[src/rtl/cordic_pkg.sv]
// Shared types and fixed-point constants for the CORDIC vectoring engine.
package cordic_pkg;

    typedef enum logic [1:0] {
        IDLE = 2'd0,
        PRE  = 2'd1,
        ROT  = 2'd2,
        POST = 2'd3
    } state_t;

    localparam int ITER_DEF = 16;

    localparam int IN_W    = 12;
    localparam int XY_W    = 32;
    localparam int Z_W     = 64;
    localparam int IN_FRAC = 10;
    localparam int XY_FRAC = 28;
    localparam int Z_FRAC  = 54;
    localparam int IN_SH   = XY_FRAC - IN_FRAC;

    localparam logic [15:0] GAIN = 16'h9B75;

    // 180.0 in Q10.54
    localparam logic signed [Z_W-1:0] Z_180 = 64'sh2D00_0000_0000_0000;

endpackage

[src/rtl/cordic_vec_round.sv]
// Rounds a Q10.54 angle to whole degrees (nearest, ties to even) and wraps
// the result into 0..359.
module cordic_vec_round
    import cordic_pkg::*;
(
    input  logic signed [Z_W-1:0] z,
    output logic        [8:0]     degree
);

    localparam logic [Z_FRAC-1:0] HALF = {1'b1, {(Z_FRAC-1){1'b0}}};

    logic signed [10:0]       int_part;
    logic        [Z_FRAC-1:0] frac;
    logic                     round_up;
    logic signed [10:0]       rounded;
    logic signed [10:0]       wrapped;

    always_comb begin
        // floor of z, sign-extended one bit so the +1 cannot overflow
        int_part = {z[Z_W-1], z[Z_W-1:Z_FRAC]};
        frac     = z[Z_FRAC-1:0];
        round_up = (frac > HALF) || ((frac == HALF) && int_part[0]);
        rounded  = int_part + {10'd0, round_up};
        wrapped  = rounded;
        if (rounded[10]) begin
            wrapped = rounded + 11'sd360;
        end else if (rounded == 11'sd360) begin
            wrapped = 11'sd0;
        end
        degree = wrapped[8:0];
    end

endmodule

[src/rtl/cordic_vec.sv]
// Iterative CORDIC vectoring unit: atan2(y,x) in degrees and |(x,y)|.
// Define CORDIC_VEC_MAG_EN to build the gain-corrected magnitude output.
module cordic_vec
    import cordic_pkg::*;
#(
    parameter int ITER = ITER_DEF
) (
    input  logic                   clk,
    input  logic                   rst_n,
    input  logic                   start,
    input  logic signed [IN_W-1:0] x_in,
    input  logic signed [IN_W-1:0] y_in,
    output logic        [8:0]      degree,
    output logic        [11:0]     mag,
    output logic                   done,
    output logic                   busy,
    output logic        [5:0]      addr,
    input  logic        [63:0]     dout
);

    state_t                 state;
    logic signed [XY_W-1:0] x_reg;
    logic signed [XY_W-1:0] y_reg;
    logic signed [Z_W-1:0]  z_reg;

    logic signed [XY_W-1:0] x_sh;
    logic signed [XY_W-1:0] y_sh;
    logic signed [Z_W-1:0]  atan_i;
    logic        [8:0]      deg_round;
    logic        [11:0]     mag_next;

    assign x_sh   = x_reg >>> addr;
    assign y_sh   = y_reg >>> addr;
    // Q9.55 table entry realigned to Q10.54
    assign atan_i = $signed(dout >> 1);

    cordic_vec_round u_round (
        .z      (z_reg),
        .degree (deg_round)
    );

`ifdef CORDIC_VEC_MAG_EN
    logic signed [XY_W+16:0] prod;
    logic signed [XY_W+16:0] prod_rnd;
    logic signed [XY_W+16:0] mag_full;

    // Q4.28 * Q0.16 -> Q?.44, rounded half-up to Q2.10
    assign prod     = (XY_W+17)'(x_reg) * (XY_W+17)'($signed({1'b0, GAIN}));
    assign prod_rnd = prod + ((XY_W+17)'(1) <<< 33);
    assign mag_full = prod_rnd >>> 34;

    always_comb begin
        if (mag_full < 0) begin
            mag_next = 12'h000;
        end else if (mag_full > (XY_W+17)'(4095)) begin
            mag_next = 12'hFFF;
        end else begin
            mag_next = mag_full[11:0];
        end
    end
`else
    assign mag_next = 12'h000;
`endif

    always_ff @(posedge clk or negedge rst_n) begin
        if (!rst_n) begin
            state  <= IDLE;
            x_reg  <= '0;
            y_reg  <= '0;
            z_reg  <= '0;
            addr   <= '0;
            degree <= '0;
            mag    <= '0;
            done   <= 1'b0;
            busy   <= 1'b0;
        end else begin
            done <= 1'b0;
            case (state)
                IDLE: begin
                    if (start) begin
                        x_reg <= {{(XY_W-IN_W-IN_SH){x_in[IN_W-1]}}, x_in, {IN_SH{1'b0}}};
                        y_reg <= {{(XY_W-IN_W-IN_SH){y_in[IN_W-1]}}, y_in, {IN_SH{1'b0}}};
                        z_reg <= '0;
                        busy  <= 1'b1;
                        state <= PRE;
                    end
                end
                PRE: begin
                    // fold the left half-plane onto the right, pre-loading 180 degrees
                    if (x_reg[XY_W-1]) begin
                        x_reg <= -x_reg;
                        y_reg <= -y_reg;
                        z_reg <= Z_180;
                    end
                    addr  <= '0;
                    state <= ROT;
                end
                ROT: begin
                    if (!y_reg[XY_W-1]) begin
                        x_reg <= x_reg + y_sh;
                        y_reg <= y_reg - x_sh;
                        z_reg <= z_reg + atan_i;
                    end else begin
                        x_reg <= x_reg - y_sh;
                        y_reg <= y_reg + x_sh;
                        z_reg <= z_reg - atan_i;
                    end
                    if (addr == 6'(ITER-1)) begin
                        addr  <= '0;
                        state <= POST;
                    end else begin
                        addr <= addr + 6'd1;
                    end
                end
                POST: begin
                    // a zero vector never rotates, so its z is meaningless
                    if ((x_reg == '0) && (y_reg == '0)) begin
                        degree <= '0;
                    end else begin
                        degree <= deg_round;
                    end
                    mag   <= mag_next;
                    done  <= 1'b1;
                    busy  <= 1'b0;
                    state <= IDLE;
                end
                default: state <= IDLE;
            endcase
        end
    end

endmodule

[config.mk]
export PLATFORM = sky130hd
export DESIGN_NAME = cordic_vec
export DESIGN_NICKNAME = d
export VERILOG_FILES = /design/src/rtl/cordic_pkg.sv /design/src/rtl/cordic_vec_round.sv /design/src/rtl/cordic_vec.sv
export SDC_FILE = /design/constraint.sdc
export NUM_CORES = 1
export LEC_CHECK = 0
export ABC_AREA = 1
export BUFFER_PORTS_ARGS = -buffer_cell sky130_fd_sc_hd__buf_2
export CAP_MARGIN = 10
export CORE_MARGIN = 10
export CORE_UTILIZATION = 60
export DETAILED_ROUTE_END_ITERATION = 8
export PLACE_DENSITY = 0.8
export SETUP_SLACK_MARGIN = 0.4
export SYNTH_ARGS = -nofsm -noshare
export SYNTH_HDL_FRONTEND = slang
export SYNTH_SLANG_ARGS = --single-unit
[constraint.sdc]
create_clock -name clk -period 5.95 [get_ports clk]
set_input_delay 0 -clock clk [delete_from_list [all_inputs] [get_ports clk]]
set_output_delay 0 -clock clk [all_outputs]
set_load 0.03 [all_outputs]
# After elaboration in Yosys (flattened, before gate mapping)
# Cells that the tools add are included.
[word_totals] reg_bits=147 inputBits=91 out_inout_bits=29 word_cells=68
[op_classes] add_sub_neg=11 magnitude_cmp=1 n_eq_ne=9 n_shift=2 muxes=23 reduce_logical=13
[op_table] cell="$mux 32" count=6
[op_table] cell="$mux 64" count=3
[op_table] cell="$pmux 32 s3" count=2
[op_table] cell="$pmux 64 s3" count=1
[op_table] cell="$add 32x32->32" count=2
[op_table] cell="$add 64x64->64" count=1
[op_table] cell="$logic_not 32->1" count=2
[op_table] cell="$neg 32->32" count=2
[op_table] cell="$sshr 32x6->32" count=2
[op_table] cell="$sub 32x32->32" count=2
[op_table] cell="$sub 64x64->64" count=1
[op_table] cell="$eq 54x54->1 const B" count=1
[op_table] cell="$gt 54x54->1 const B" count=1
[op_table] cell="$mux 9" count=3
[op_table] cell="$pmux 6 s2" count=1
[op_table] cell="$add 10x2->11" count=1
[op_table] cell="$eq 11x10->1 const B" count=1
[op_table] cell="$add 9x9->9 const B" count=1
[op_table] cell="$pmux 2 s4" count=1
[op_table] cell="$add 6x1->6 const B" count=1
[op_table] cell="$eq 6x4->1 const B" count=1
[op_table] cell="$mux 6" count=1
[op_table] cell="$ne 2x2->1 const B" count=3
[op_table] cell="$reduce_and 2->1" count=3
[op_table] cell="11 further kinds" count=16

# Depth between registers and ports, before layout
[logic_depth] depth_word=8 mapped_depth=38 depth_no_buf=36

# Modules after synthesis
# From an unflattened synthesis, not the netlist that was laid out.
[unflattened] cells_unflattened=3819 area_unflattened_um2=22562.9
[modules_own_cells] mod="cordic_vec" instances=1 cells_each=3695 area_each_um2=21888.5 seq_area_each_um2=3678.5
[modules_own_cells] mod="cordic_vec_round" instances=1 cells_each=124 area_each_um2=674.4 seq_area_each_um2=0.0

# Worst setup path before layout
# No wires, ideal clock.
[synth_path] path_type="flip-flop to flip-flop" start="reg addr[0]" end="reg x_reg[31]" setup_ns=0.077 arrival_time_ns=4.424 t_required_ns=5.873 slack_ns=1.449 path_stages_with_launch=33 n_path_buf=3 synth_period_minus_slack_ns=4.501 path_cell_list="dfrtp_1 > buf_6 > buf_6 > buf_6 > nand2_2 > nand3_2 > nand3_2 > nand3_1 > nand3_1 > nand2_1 > nor2_4 > ha_1 > inv_1 > nor3_2 > inv_2 > nor2_2 > nand2_2 > nor2_2 > a21oi_1 > mux2_1 > ha_1 > a21o_1 > a21oi_1 > o21ai_0 > a211oi_1 > nand2_1 > a21boi_0 > inv_1 > nand2_1 > nand3_1 > nand2_1 > nand2_1 > a21oi_1"
[synth_between] elab_chain_cells=4 word_cells_on_any_way=5 cone_classes="add/sub (2); shift (1); mux (2)"
[synth_lines] element="start: declaration" line_no="cordic_vec.sv:17" rtl="output logic [5:0] addr,"
[synth_lines] element="start signal: assignment" line_no="cordic_vec.sv:112" rtl="addr <= addr + 6'd1;"
[synth_lines] element="$sshr 32x6->32 (*)" line_no="cordic_vec.sv:33" rtl="assign y_sh = y_reg >>> addr;"
[synth_lines] element="$add 32x32->32 / $sub 32x32->32 (equally long branches)" line_no="cordic_vec.sv:100, cordic_vec.sv:104"
[synth_lines] element="$mux 32 (*)" line_no="cordic_vec.sv:99" rtl="if (!y_reg[XY_W-1]) begin"
[synth_lines] element="$pmux 32 s3 (*)" line_no="cordic_vec.sv:78" rtl="case (state)"
[synth_lines] element="end signal: assignment" line_no="cordic_vec.sv:81" rtl="x_reg <= {{(XY_W-IN_W-IN_SH){x_in[IN_W-1]}}, x_in, {IN_SH{1'b0}}};"
[synth_lines] element="end signal: assignment" line_no="cordic_vec.sv:100" rtl="x_reg <= x_reg + y_sh;"
[synth_lines] element="end signal: assignment" line_no="cordic_vec.sv:104" rtl="x_reg <= x_reg - y_sh;"
[synth_lines] element="end: declaration" line_no="cordic_vec.sv:22" rtl="logic signed [XY_W-1:0] x_reg;"
# Mark *: on every way between the ends. The rest lies on a longest branch, timed or not.
# A chain may end at the register's enable or synchronous reset.

# Final worst setup path
[layout_path] start="reg addr[0]" end="reg y_reg[26]"
[layout_between] elab_chain_cells=4 word_cells_on_any_way=5 cone_classes="add/sub (2); shift (1); mux (2)"
[layout_lines] element="$sshr 32x6->32 (*)" line_no="cordic_vec.sv:32" rtl="assign x_sh = x_reg >>> addr;"
[layout_lines] element="$sub 32x32->32 / $add 32x32->32 (equally long branches)" line_no="cordic_vec.sv:101, cordic_vec.sv:105"
[layout_lines] element="$mux 32 (*)" line_no="cordic_vec.sv:99"
[layout_lines] element="$pmux 32 s3 (*)" line_no="cordic_vec.sv:78"
[layout_lines] element="end signal: assignment" line_no="cordic_vec.sv:82" rtl="y_reg <= {{(XY_W-IN_W-IN_SH){y_in[IN_W-1]}}, y_in, {IN_SH{1'b0}}};"
[layout_lines] element="end signal: assignment" line_no="cordic_vec.sv:101" rtl="y_reg <= y_reg - x_sh;"
[layout_lines] element="end signal: assignment" line_no="cordic_vec.sv:105" rtl="y_reg <= y_reg + x_sh;"
[layout_lines] element="end: declaration" line_no="cordic_vec.sv:23" rtl="logic signed [XY_W-1:0] y_reg;"
# Marks and branches as above.

==> run metrics <==
largest net degree at the start of global routing=between 80 and 90; final hold violation count=0; antenna violations before repair=2; vias per std cell=6.058; post-synth cell types=between 60 and 70; number of top-level pins=120; top area cells in the synthesized netlist=sky130_fd_sc_hd__dfrtp_1 16%, sky130_fd_sc_hd__nand2_1 15%, sky130_fd_sc_hd__nand3_1 9.6%, sky130_fd_sc_hd__ha_1 8.0%, sky130_fd_sc_hd__inv_1 7.9%; critical path launch point=addr[0]; drt wl/cell=18.07 um; all-layer global routing usage=34.11%; Die X-Extent=between 200 and 250 um; sort of element at the start of the critical path=flip-flop; cells on worst reg2reg path=28; area of the placeable core=36,790 um^2; transition at the pin with the smallest max-transition slack=around 1100 ps; height of the chip=about 210 um; maxcap violations=0; count leader, synth=sky130_fd_sc_hd__nand2_1; Hold Path Class=input pin to flip-flop; Netlist Area Pre-Place=between 20,000 and 25,000 um^2; setup-violating endpoint count in the final report=0; maximum clock frequency=187.6 MHz; clock latency at the later pin of the worst-skew pair=about 480 ps; number of input and output port buffers inserted=roughly 110; Critical R2R Capture=y_reg[26]; most common flop cell mapped by yosys=sky130_fd_sc_hd__dfrtp_1; number of nets at the end of the flow=4,135; clock tree from TritonCTS=built; Largest register FFs=64; number of enable-type register cells in the synthesized netlist=0; final slew viol count=0; detailed placer's ending HPWL=just over 60 mm; maximum buffer depth of the clock tree=2; Post-synth top cells=911 x sky130_fd_sc_hd__nand2_1, 473 x sky130_fd_sc_hd__inv_1, 430 x sky130_fd_sc_hd__nand3_1; library cell occupying the most area in the post-synthesis netlist=sky130_fd_sc_hd__dfrtp_1; proportion of register bits with asynchronous set or reset after synthesis=100.0%; count of cells along the worst hold path=5; type of element capturing the critical path=flip-flop; outcome=complete, no violations; library cell appearing most often on the critical path=sky130_fd_sc_hd__nand2_1; time the final worst path needs with I/O delays and setup=between 5000 and 6000 ps; number of iterations in the first detailed-routing pass=7; post-synthesis sequential element count=around 150; die outline area=between 40,000 and 50,000 um^2; number of clock sinks=147; Syn Area/Cell=5.856 um^2; Yosys warnings=0; category of the most critical setup path=flip-flop to flip-flop; Critical-path top delay cell=sky130_fd_sc_hd__o21ai_1; setup repair after global routing missed its margin=true; num rows=70; total detailed-routing wirelength=~79 mm; worst hold start=x_in[10]; Slew headroom=28.33%; total grt overflow=0; highest net fanout along the worst path=between 50 and 60; final weighted congestion in routability-driven placement=just over 1; Setup TNS=0 ps; terminating pin of the worst hold path=x_reg[28]; starting utilization of the core area=61.07%; maximum cell stage delay along the critical path=approximately 500 ps; Iter 0 DRT Violations=2,854; share of Yosys cell area claimed by the top area cell type=16.38%; P&R area growth vs syn=7.553%; number of nets still failing antenna checks after routing=0; number of global-route vias before repair=24,120; endpoint arrival time on the critical path=around 5700 ps; final routed DRC violation total=0; setup clock skew after layout=between 20 and 30 ps; Post-Syn Instances=about 3,800; Worst R2R Setup Slack=620 ps; number of vias after detailed routing=approximately 27,000; startpoint of the worst register-to-register path=addr[0]; ratio of final minimum period to clock period=89.60%; share of layout cells above drive strength 1=7.340%; hold_ws=approximately 17 ps; post-CTS clock slew at the launch and capture registers of the worst setup and hold paths=approximately 90 ps; data required time of the critical path=6290 ps; global-route wire length before repair=125.1 mm; number of buffers created by CTS=17; part of the Yosys area used for sequential elements=approximately 16%; CTS Root Cell=sky130_fd_sc_hd__clkbuf_16; CTS H-Tree Depth=4
cell families (layout without fill, tap and decap cells):
kind of cell / Yosys count / after routing / share of synthesized area (%)
and+or+nand+nor: 1966 / 1966 / 37.85
AOI/OAI and AO/OA: 802 / 802 / 20.36
buffers and inverters: 625 / 688 / 11.31
adders and majority gates: 147 / 147 / 8.288
DFF: 147 / 147 / 16.38
xor gates and xnor gates: 144 / 144 / 5.614
muxes: 4 / 4 / 0.1894
other: 1 / 14 / 0.01669
cells in the final DEF, fill, tap and decap left out, drive strengths merged, types with 21 or more instances in the layout:
cell type | netlist | layout
dfrtp | 147 | 147
o211ai | 31 | 31
or2 | 24 | 24
xnor2 | 57 | 57
inv | 486 | 491
nor2 | 439 | 439
nand3 | 439 | 439
nor3 | 50 | 50
a21oi | 265 | 265
xor2 | 87 | 87
nand2 | 921 | 921
dlygate4sd3 | 0 | 24
nor4 | 42 | 42
o21ai | 332 | 332
buf | 77 | 143
ha | 144 | 144
nand4 | 42 | 42
a31oi | 49 | 49
o221ai | 21 | 21
worst max-delay path, delay by kind of cell, from the launching register on:
family | cells | cell delay (ps)
compound gates | 8 | 1840
xor+xnor | 1 | 230
fa+ha+maj | 1 | 350
buf+inv | 3 | 430
flops | 1 | 450
simple gates | 15 | 1850
worst max path at each step:
stage,endpoint,slack [ps],cells after the start
floorplan,x_reg[31],1450,32
global placement,x_reg[31],750,31
detailed placement,y_reg[29],750,30
CTS,y_reg[22],690,31
global route,y_reg[22],390,29
finish,y_reg[26],620,28
what timing repair did:
action,in CTS,in global routing
setup endpoints to repair,0,20
hold buffers,24,0
resized for setup,0,16
setup buffers,0,2
hold endpoints to repair,106,0
layer usage:
metal | track usage, % | routed length (um) | part of all wire (%)
met1 | 43.53 | 32250 | 41
met5 | 0 | 0 | 0
met4 | 17.72 | 4244 | 5.4
met2 | 54.21 | 34940 | 44
met3 | 6.088 | 7714 | 9.7
per-stage QoR:
step	instances	util, %	instance area (um^2)	setup WS (ps)
after floorplan	3847	-	22510	1449
after global placement	4320	63.22	23260	750.0
after detailed placement	4320	63.22	23260	750.3
after CTS	4376	65.53	24110	691.2
after global routing	4380	65.68	24160	388.8
final	4380	65.68	24160	618.9
cell type report:
class,instances,area [um^2]
flip-flops and latches,147,3686
clock inverters,13,166.4
fillers,3610,12620
clock buffers,19,442.9
inverters,489,1854
well taps,468,585.6
multi-input cells,3075,16320
repair buffers,167,1096
diodes,2,5.005
Power is not shown: default switching activity piles up to over one toggle a cycle in this logic, so the estimate is an artifact.
